`src/rtl/mmio_devices_pkg.sv`:
```
// Shared definitions for the memory-mapped device block: address map, CTRL bit
// positions and the per-device status record with its update rule.
package mmio_devices_pkg;

    localparam logic [31:0] A_HEX   = 32'hF000_0000;
    localparam logic [31:0] A_LEDR  = 32'hF000_0004;
    localparam logic [31:0] A_LEDG  = 32'hF000_0008;
    localparam logic [31:0] A_KDATA = 32'hF000_0010;
    localparam logic [31:0] A_SDATA = 32'hF000_0014;
    localparam logic [31:0] A_TCNT  = 32'hF000_0020;
    localparam logic [31:0] A_TLIM  = 32'hF000_0024;
    localparam logic [31:0] A_KCTRL = 32'hF000_0110;
    localparam logic [31:0] A_SCTRL = 32'hF000_0114;
    localparam logic [31:0] A_TCTRL = 32'hF000_0120;

    localparam int RDY = 0;
    localparam int OVR = 2;
    localparam int IE  = 8;

    typedef struct packed {
        logic ready;
        logic overrun;
        logic ie;
    } dev_status_t;

    function automatic logic [8:0] ctrl_bits(dev_status_t s);
        logic [8:0] r;
        r      = '0;
        r[RDY] = s.ready;
        r[OVR] = s.overrun;
        r[IE]  = s.ie;
        return r;
    endfunction

    // An event always leaves ready set; it only counts as an overrun when the
    // previous ready is not being consumed in the same cycle.
    function automatic dev_status_t status_next(dev_status_t cur, logic evt, logic rd_clr,
                                                logic ctrl_we, logic [8:0] wbits);
        dev_status_t nxt;
        logic        clr_rdy;
        logic        clr_ovr;
        clr_rdy     = rd_clr | (ctrl_we & ~wbits[RDY]);
        clr_ovr     = ctrl_we & ~wbits[OVR];
        nxt.ie      = ctrl_we ? wbits[IE] : cur.ie;
        nxt.ready   = evt | (cur.ready & ~clr_rdy);
        nxt.overrun = (cur.overrun & ~clr_ovr) | (evt & cur.ready & ~clr_rdy);
        return nxt;
    endfunction

endpackage

```
`src/rtl/mmio_devices_debounce.sv`:
```
// Switch debouncer: dout follows din once din has differed from dout and held
// one value for WINDOW consecutive cycles; fire pulses on the updating cycle.
module mmio_debounce #(
    parameter int WIDTH  = 10,
    parameter int WINDOW = 16
) (
    input  logic             clk,
    input  logic             reset,
    input  logic [WIDTH-1:0] din,
    output logic [WIDTH-1:0] dout,
    output logic             fire
);

    localparam int CW = $clog2(WINDOW + 1);

    logic [WIDTH-1:0] last;
    logic [CW-1:0]    cnt;
    logic [CW-1:0]    run;

    // run is the length of the stable streak including the current sample.
    assign run  = (din == last) ? cnt + CW'(1) : CW'(1);
    assign fire = (din != dout) && (run == CW'(WINDOW));

    always_ff @(posedge clk) begin
        if (!reset) begin
            last <= '0;
            cnt  <= '0;
            dout <= '0;
        end else begin
            last <= din;
            if (fire) begin
                dout <= din;
                cnt  <= '0;
            end else if (din == dout) begin
                cnt <= '0;
            end else begin
                cnt <= run;
            end
        end
    end

endmodule

```
`src/rtl/mmio_devices.sv`:
```
// Memory-mapped LEDs, seven-seg, pushbuttons, debounced switches and an
// optional interval timer (present only when MMIO_TIMER_EN is defined).
module mmio_devices
    import mmio_devices_pkg::*;
#(
    parameter int DBITS           = 32,
    parameter int KEY_BITS        = 4,
    parameter int SW_BITS         = 10,
    parameter int LEDR_BITS       = 10,
    parameter int LEDG_BITS       = 8,
    parameter int HEX_BITS        = 16,
    parameter int DEBOUNCE_CYCLES = 16,
    parameter int TICK_CYCLES     = 1000
) (
    input  logic                 clk,
    input  logic                 reset,
    input  logic [DBITS-1:0]     addr,
    input  logic                 we,
    input  logic                 re,
    input  logic [DBITS-1:0]     wdata,
    output logic [DBITS-1:0]     rdata,
    output logic                 hit,
    input  logic [KEY_BITS-1:0]  key,
    input  logic [SW_BITS-1:0]   sw,
    output logic [LEDR_BITS-1:0] ledr,
    output logic [LEDG_BITS-1:0] ledg,
    output logic [HEX_BITS-1:0]  hex,
    output logic                 irq
);

    localparam logic [DBITS-1:0] AD_HEX   = DBITS'(A_HEX);
    localparam logic [DBITS-1:0] AD_LEDR  = DBITS'(A_LEDR);
    localparam logic [DBITS-1:0] AD_LEDG  = DBITS'(A_LEDG);
    localparam logic [DBITS-1:0] AD_KDATA = DBITS'(A_KDATA);
    localparam logic [DBITS-1:0] AD_SDATA = DBITS'(A_SDATA);
    localparam logic [DBITS-1:0] AD_TCNT  = DBITS'(A_TCNT);
    localparam logic [DBITS-1:0] AD_TLIM  = DBITS'(A_TLIM);
    localparam logic [DBITS-1:0] AD_KCTRL = DBITS'(A_KCTRL);
    localparam logic [DBITS-1:0] AD_SCTRL = DBITS'(A_SCTRL);
    localparam logic [DBITS-1:0] AD_TCTRL = DBITS'(A_TCTRL);

    logic [KEY_BITS-1:0] kdata;
    logic [KEY_BITS-1:0] key_n;
    logic [SW_BITS-1:0]  sdata;
    logic                k_evt;
    logic                s_evt;
    logic                t_irq;
    dev_status_t         kstat;
    dev_status_t         sstat;

    assign key_n = ~key;
    assign k_evt = (key_n != kdata);

    mmio_debounce #(
        .WIDTH  (SW_BITS),
        .WINDOW (DEBOUNCE_CYCLES)
    ) u_sw_debounce (
        .clk   (clk),
        .reset (reset),
        .din   (sw),
        .dout  (sdata),
        .fire  (s_evt)
    );

`ifdef MMIO_TIMER_EN
    localparam int PW = (TICK_CYCLES > 1) ? $clog2(TICK_CYCLES) : 1;

    logic [PW-1:0]    presc;
    logic [DBITS-1:0] tcnt;
    logic [DBITS-1:0] tlim;
    dev_status_t      tstat;
    logic             tick;
    logic             t_load;
    logic             t_evt;

    // A TCNT/TLIM write suppresses the tick of the same cycle entirely.
    assign tick   = (presc == PW'(TICK_CYCLES - 1));
    assign t_load = we && ((addr == AD_TCNT) || (addr == AD_TLIM));
    assign t_evt  = tick && !t_load && (tlim != '0) && (tcnt == tlim - DBITS'(1));
    assign t_irq  = tstat.ready & tstat.ie;

    always_ff @(posedge clk) begin
        if (!reset) begin
            presc <= '0;
            tcnt  <= '0;
            tlim  <= '0;
            tstat <= '0;
        end else begin
            if (t_load || tick) begin
                presc <= '0;
            end else begin
                presc <= presc + PW'(1);
            end
            if (we && (addr == AD_TCNT)) begin
                tcnt <= wdata;
            end else if (t_evt) begin
                tcnt <= '0;
            end else if (tick && !t_load) begin
                tcnt <= tcnt + DBITS'(1);
            end
            if (we && (addr == AD_TLIM)) begin
                tlim <= wdata;
            end
            tstat <= status_next(tstat, t_evt, 1'b0, we && (addr == AD_TCTRL), wdata[8:0]);
        end
    end
`else
    logic unused_wdata;
    assign unused_wdata = &{1'b0, wdata};
    assign t_irq        = 1'b0;
`endif

    always_comb begin
        rdata = '0;
        hit   = 1'b1;
        case (addr)
            AD_HEX:   rdata = DBITS'(hex);
            AD_LEDR:  rdata = DBITS'(ledr);
            AD_LEDG:  rdata = DBITS'(ledg);
            AD_KDATA: rdata = DBITS'(kdata);
            AD_SDATA: rdata = DBITS'(sdata);
            AD_KCTRL: rdata = DBITS'(ctrl_bits(kstat));
            AD_SCTRL: rdata = DBITS'(ctrl_bits(sstat));
`ifdef MMIO_TIMER_EN
            AD_TCNT:  rdata = tcnt;
            AD_TLIM:  rdata = tlim;
            AD_TCTRL: rdata = DBITS'(ctrl_bits(tstat));
`endif
            default:  hit = 1'b0;
        endcase
    end

    always_ff @(posedge clk) begin
        if (!reset) begin
            hex   <= '0;
            ledr  <= '0;
            ledg  <= '0;
            kdata <= '0;
            kstat <= '0;
            sstat <= '0;
            irq   <= 1'b0;
        end else begin
            if (we && (addr == AD_HEX)) begin
                hex <= wdata[HEX_BITS-1:0];
            end
            if (we && (addr == AD_LEDR)) begin
                ledr <= wdata[LEDR_BITS-1:0];
            end
            if (we && (addr == AD_LEDG)) begin
                ledg <= wdata[LEDG_BITS-1:0];
            end
            if (k_evt) begin
                kdata <= key_n;
            end
            kstat <= status_next(kstat, k_evt, re && (addr == AD_KDATA),
                                 we && (addr == AD_KCTRL), wdata[8:0]);
            sstat <= status_next(sstat, s_evt, re && (addr == AD_SDATA),
                                 we && (addr == AD_SCTRL), wdata[8:0]);
            irq   <= (kstat.ready & kstat.ie) | (sstat.ready & sstat.ie) | t_irq;
        end
    end

endmodule

```
`config.mk`:
```
export PLATFORM = sky130hd
export DESIGN_NAME = mmio_devices
export DESIGN_NICKNAME = d
export VERILOG_FILES = /design/src/rtl/mmio_devices_pkg.sv /design/src/rtl/mmio_devices_debounce.sv /design/src/rtl/mmio_devices.sv
export SDC_FILE = /design/constraint.sdc
export NUM_CORES = 1
export LEC_CHECK = 0
export ABC_AREA = 0
export CAP_MARGIN = 20
export CORE_ASPECT_RATIO = 1.2
export CORE_MARGIN = 2
export CORE_UTILIZATION = 44
export DETAILED_ROUTE_END_ITERATION = 8
export GPL_TIMING_DRIVEN = 0
export PLACE_DENSITY = 0.82
export SLEW_MARGIN = 15
export SYNTH_ARGS = -nofsm -noshare
export SYNTH_HDL_FRONTEND = slang
export SYNTH_HIERARCHICAL = 1
export SYNTH_SLANG_ARGS = --single-unit
```
`constraint.sdc`:
```
create_clock -name clk -period 2.8 [get_ports clk]
set_input_delay 0.7 -clock clk [delete_from_list [all_inputs] [get_ports clk]]
set_output_delay 0.7 -clock clk [all_outputs]
set_load 0.01 [all_outputs]
```
# Word-level counts from Yosys, hierarchy flattened
# Cells that the tools add are included.
[classes]
addsub = 1
n_eq_ne = 12
n_mux = 3
bitwise_logic = 29
reduce_logical = 10
[op_table]
columns = ["op", "count"]
rows = [
  ["32-bit equality test, second input constant", 7],
  ["16-bit one-hot mux with 7 select lines", 1],
  ["10-bit equality test", 2],
  ["1-bit bitwise AND", 14],
  ["10-bit inequality test", 1],
  ["1-bit logical AND", 8],
  ["1-bit inverter", 7],
  ["1-bit bitwise OR", 7],
  ["7-bit OR reduction", 1],
  ["5-bit by 1-bit adder with 5-bit output, second input constant", 1],
  ["5-bit equality test, second input constant", 1],
  ["5-bit 2-to-1 mux", 1],
  ["4-bit inequality test", 1],
  ["4-bit inverter", 1],
  ["3-bit OR reduction", 1],
  ["1-bit 2-to-1 mux", 1],
]
[word_totals]
reg_bits = 70
in_bits = 82
out_inout_bits = 68
word_cells = 69

# Longest topological paths before layout
# Gate-level depths: netlist of the first run.
[logic_depth]
depth_word = 7
ltp_mapped = 8

# Modules after synthesis
# Netlist of the first run, hierarchy kept.
[modules_own_cells]
columns = ["module", "n_inst", "cells_each", "area_per_inst_um2", "seq_area_each_um2"]
rows = [
  ["mmio_devices", 1, 294, 2547.4, 900.9],
  ["mmio_debounce", 1, 135, 1286.2, 500.5],
]

# Least setup slack after synthesis of the first run
# No wires, ideal clock.
[synth_timing]
kind = "input to output"
startpoint = "in addr[12]"
endpoint = "out rdata[1]"
arrival_ns = 1.960
t_required_ns = 2.100
slack_ns = 0.140
stages = 5
path_buffers = 1
path_cell_list = "nor4_1 nand4_1 buf_6 nor4_4 a22o_1"
[synth_via]
elab_chain_len = 2
[synth_lines]
columns = ["element", "line", "rtl"]
rows = [
  ["start, declared", "mmio_devices.sv:17", "input logic [DBITS-1:0] addr,"],
  ["32-bit equality test", "mmio_devices.sv:116", "case (addr)"],
  ["16-bit one-hot mux with 7 select lines *", "mmio_devices.sv:116", ""],
  ["end, declared", "mmio_devices.sv:21", "output logic [DBITS-1:0] rdata,"],
]
# Every way passes the cells marked *; elsewhere a longest branch is shown, timed or not.

# Worst setup path after layout of the first run
[layout_timing]
startpoint = "in addr[15]"
endpoint = "out rdata[3]"
# The elaborated chain is that of the path after synthesis.

==> out/results.ini, run 1 <==
[worst_setup_path]
arrival_ps = 2280
path_cells = buf_6, nor4_4, nand4_1, buf_6, buf_8, nor4_4, buf_6, a22o_1, buf_2
path_max_fanout = 7
cp_common_cell = buf_6
r2r_start = u_sw_debounce/dout[4]
worstSetupPathType = in -> out
cp-end-kind = primary output
cp_slowest_cell = nor4_4
rr_worst_depth = 7
cp.required_ps = 2100
startpoint = addr[15]
worst_setup_path_start_kind = input port
slowest_delay_ps = 270

[timing]
fin_tns_setup_ps = -1850
worst_slew_pin_slew_ps = 679
fin_crit_ps = 2980
final_hold_viol_count = 0
skew_ps = 9.46
maxSlewHeadroom = 0.544
min_period_over_period = 1.06
rsz0062_at_grt = yes
fmax_mhz = 335
slew_viol_final = 0
setup_viol = 16
worst_slack_ps = -181

[floorplanning]
core_um2 = 8520
die_w_um = 89.2
ios = 150
die_h_um = 106
dieArea_um2 = 9480
start_util = 0.450
rows = 37

[cells_and_area]
n_antenna_cell = 0
n_fill_cell = 585
layout.cells.non_filler = 745
drive_gt1_frac = 0.279
nets = 706
area_growth_syn_to_layout_pct = 56.7

[synth]
yosys.area.top_type_share = 0.366
synth_ff_type = dfxtp_1
netlist_instances = 429
synth_edf_count = 0
synth_most_common_cell = dfxtp_1
synthTopCellsByCount = dfxtp_1 (70), nand2_1 (65), mux2i_1 (44)
synth_cell_type_count = 51
seq_area_frac_synth = 0.366
async_reset_ff_frac = 0
yosysTopAreaCell = dfxtp_1
ys_warn_count = 6
synth.avg_cell_area_um2 = 8.94
netlist_area_um2 = 3830
ys_seq_elements = 70
synthTopCellsByArea = dfxtp_1 (37%), mux2i_1 (11%), nand2_1 (6.4%), xnor2_1 (4.3%), buf_4 (3.1%)

[detailed_routing]
antenna_left = 0
wl_per_cell_um = 19.1
vias_per_cell = 5.72
drt-total-wl_um = 14300
dr.first_iter.drc_count = 329
drc = 0
drt_pre_antenna_iters = 5
vias = 4264

[clock_tree]
clockBufferDepth = 2
cts.sinks = 70
cts_root_buf = clkbuf_8
clkTransAtPathRegs_ps = 90
cts_max_level = 3
cts_inserted_buffers = 9
clk_latency_ps = 360
cts_tree = built
cts-hold-fix-buffers = 0

[job]
cap_violations = 0

[min_path]
hold_class = reg -> reg
hold_start = ledr[6]
min_path_cells = 2

[place]
globalplace.congestion = 0.876
placedCellCount = 676
hpwl_um = 8570
portBuffers = 115

[global_route]
gr-usage-met2 = 0.484
gr-max-usage-layer = met2
grt_max_degree = 14
antenna_found_initial = 0
grt_use_total = 0.288
grt_pass1_wl_um = 21100
gr-usage-met3 = 0.0823
first_global_vias = 4198
met1_usage = 0.327
overflow = 0

[pwr]
peakVddDrop_uv = 245
leakage_uw = 0.00232
p_per_area_nw_per_um2 = 373

[outcome]
status = complete, but fails checks
violations = negative setup slack

## power breakdown
group	switching [µW]	total, µW	internal, µW
clock	428	936	508
combinational	142	285	142
sequential	11.1	1020	1010
total	582	2240	1660
## per-stage QoR
step | setup WS (ps) | power, µW | util | hold slack [ps] | area, µm²
detailed placement | -1070 | 1300 | 0.609 | 459 | 5190
floorplan | 140 | 1160 | - | 446 | 3890
CTS | -4.23 | 2220 | 0.681 | 474 | 5800
global placement | -1090 | 1290 | 0.609 | 453 | 5190
global route | -231 | 2300 | 0.705 | 497 | 6010
finish | -181 | 2240 | 0.705 | 479 | 6010
## kinds of logic (layout without fill, tap and decap cells)
family                   after synthesis  in the layout  synth area share
AND/OR/NAND/NOR                      175            175             0.250
AO/OA/AOI/OAI                         66             66             0.133
XOR/XNOR                              26             26            0.0594
buffers and inverters                 46            230            0.0734
multiplexers                          44             44             0.115
adder cells (fa/ha/maj)                1              1           0.00326
flip-flops                            70             70             0.366
other                                  1             16          0.000978
## layer usage
layer / vias up / wire [µm]
li1: 1894 / -
met1: 2019 / 5200
met2: 275 / 7170
met3: 76 / 1140
met4: 0 / 743
met5: - / 0
## worst max-delay path, delay by kind of cell
kind	cells	cell delay, ps
compound gates	1	170
simple gates	3	700
buf+inv	5	720
## final timing paths
kind         slack, ps        to
min                480   ledr[6]
max reg2reg        770  sstat[1]
max               -180  rdata[3]
min reg2reg        480   ledr[6]
## cells in the final DEF, fill, tap and decap left out, types with 5 or more instances in the layout
master,count
buf_4,60
and2_1,10
buf_2,24
clkbuf_8,10
clkbuf_1,11
xnor2_1,19
nor4_1,5
nand3_1,12
o31ai_2,8
xor2_1,7
mux2i_1,43
clkdlybuf4s50_1,68
dlygate4sd2_1,8
nand3b_1,5
a21oi_1,18
nand2_1,64
buf_6,26
dfxtp_1,70
a22oi_1,6
nand4_1,16
nor2b_1,10
a22o_1,6
nor2_1,13
clkdlybuf4s15_1,5
nor4_4,5
o22ai_1,5
conb_1,16
## timing repair
item                       in CTS  in global routing
pin swaps                      25                 18
buffers inserted               45                 11
gates resized for setup       176                 46
cloned                          0                  1
setup endpoints to repair      17                 42
## registers in the layout (all words and copies together), names as in the netlist
signal              flops
u_sw_debounce/dout     10
sstat                   3
kdata                   4
hex                    16
u_sw_debounce/cnt       5
ledr                   10
kstat                   3
irq                     1
u_sw_debounce/last     10
ledg                    8
## layout make-up
cell class / instances / area [µm²] / area share
buffer: 41 / 295 / 0.0491
clock buffer: 10 / 128 / 0.0212
clock inverter: 6 / 93.8 / 0.0156
inverter: 4 / 15.0 / 0.00250
multi-input combinational: 328 / 2380 / 0.396
sequential: 70 / 1400 / 0.233
tap: 117 / 146 / 0.0244
timing repair buffer: 169 / 1550 / 0.258
No activity file was read; power rests on OpenSTA's default activity.
==> inputs of run 2 (changes only) <==
--- a/config.mk
+++ b/config.mk
@@ -18,3 +18,4 @@
 export SYNTH_HDL_FRONTEND = slang
 export SYNTH_HIERARCHICAL = 1
 export SYNTH_SLANG_ARGS = --single-unit
+export TNS_END_PERCENT = 50
==> out/results.ini, run 2 (same netlist as run 1, synthesis figures left out) <==
[clock_tree]
cts_max_level = 3
cts_root_buf = clkbuf_8
clk_latency_ps = 350
cts.sinks = 70
clockBufferDepth = 2
cts_tree = built
clkTransAtPathRegs_ps = 80
cts-hold-fix-buffers = 0
cts_inserted_buffers = 9

[floorplanning]
die_h_um = 106
rows = 37
die_w_um = 89.2
core_um2 = 8520
start_util = 0.450
dieArea_um2 = 9480
ios = 150

[detailed_routing]
dr.first_iter.drc_count = 345
wl_per_cell_um = 18.5
drt_pre_antenna_iters = 6
antenna_left = 0
drc = 0
vias = 4123
drt-total-wl_um = 13700
vias_per_cell = 5.55

[timing]
maxSlewHeadroom = 0.532
worst_slack_ps = -192
slew_viol_final = 0
final_hold_viol_count = 0
setup_viol = 29
rsz0062_at_grt = yes
skew_ps = 8.90
fmax_mhz = 334
timing.hold.ws_ps = 476
worst_slew_pin_slew_ps = 697
min_period_over_period = 1.07
fin_tns_setup_ps = -1750
fin_crit_ps = 2990

[cells_and_area]
largest-register = hex
n_fill_cell = 615
nets = 704
largest_reg_flops = 16
drive_gt1_frac = 0.265
area_growth_syn_to_layout_pct = 54.2
final_common_cell = dfxtp_1
final_cell_mix = dfxtp_1 (70), clkdlybuf4s50_1 (68), nand2_1 (64), buf_4 (60), mux2i_1 (43)
n_antenna_cell = 0

[place]
globalplace.congestion = 0.876
hpwl_um = 8570
portBuffers = 115

[worst_setup_path]
path_cells = buf_2, nor4b_4, clkbuf_8, buf_4, a22oi_1, o21ai_0, and3_1, clkdlybuf4s15_1
arrival_ps = 2290
cp.required_ps = 2100
cp_top_family = buffers and inverters
path_max_fanout = 3
worst_setup_path_start_kind = input port
path_buf_inv = 4
cp_slowest_cell = nor4b_4
cp-end-kind = primary output
slowest_delay_ps = 340
worstSetupPathType = in -> out

[min_path]
hold_class = reg -> reg

[pwr]
leakage_uw = 0.00231
p_per_area_nw_per_um2 = 377
peakVddDrop_uv = 291
power.total_uw = 2230

[global_route]
grt_max_degree = 14
grt_use_total = 0.288
overflow = 0
antenna_found_initial = 0
first_global_vias = 4198
grt_pass1_wl_um = 21100

[job]
cap_violations = 0

[outcome]
violations = negative setup slack
status = complete, but fails checks

run 2: cell count changes in the layout (fill, tap and decap cells not counted):
cell,previous run,this run
and3_1,4,8
o21ai_0,3,4
o21ai_1,2,1
nand3_2,3,1
and3_4,4,0
nand3_1,12,14
buf_2,24,31
buf_6,26,16
clkdlybuf4s15_1,5,6
run 2: layer usage:
metal / global-route usage / wire, µm / vias to the layer above
li1: - / - / 1886
met1: 0.327 / 5150 / 1945
met2: 0.484 / 6800 / 233
met3: 0.0823 / 1040 / 59
met4: 0.138 / 735 / 0
met5: 0 / 0 / -
run 2: final timing paths:
check / startpoint / end / slack (ps) / cells after the start
worst max-delay path: addr[1] / rdata[9] / -190 / 8
worst min-delay path: hex[14] / hex[14] / 480 / 2
worst max register to register: u_sw_debounce/dout[4] / sstat[1] / 790 / 7
worst min register to register: hex[14] / hex[14] / 480 / 2
run 2: area by class of cell:
cell class	count	area [µm²]	share of cell area
Inverter	4	15.0	0.00254
Clock inverter	6	93.8	0.0159
Tap cell	117	146	0.0248
Clock buffer	10	128	0.0216
Multi-Input combinational cell	328	2350	0.398
Buffer	41	292	0.0493
Timing Repair Buffer	167	1490	0.251
Sequential cell	70	1400	0.237
run 2: repair_timing:
item | CTS | global route
cloned | 0 | 1
buffers inserted | 45 | 9
pin swaps | 25 | 11
endpoints found under the setup margin | 17 | 42
gates resized for setup | 176 | 21
run 2: worst register-to-register path: stages, from the launching register on:
cell and delay (ps):
dfxtp_1 450, xnor2_1 170, nand4_1 200, nor4_2 550
buf_6 250, nor3_2 80, nand3_1 90, o22ai_1 90
run 2: power breakdown:
part | internal, µW | total [µW] | switching, µW | leakage [µW]
logic | 139 | 279 | 139 | 0.00163
clock network | 508 | 928 | 420 | 0.000107
registers | 1010 | 1020 | 10.8 | 0.000569
total | 1660 | 2230 | 570 | 0.00231
run 2: per-stage QoR:
stage	cells	setup slack, ps	area [µm²]	util
after floorplan	444	140	3890	-
after global placement	676	-1090	5190	0.609
after detailed placement	676	-1070	5190	0.609
after CTS	736	-4.23	5800	0.681
after global routing	743	-245	5910	0.694
final	743	-192	5910	0.694
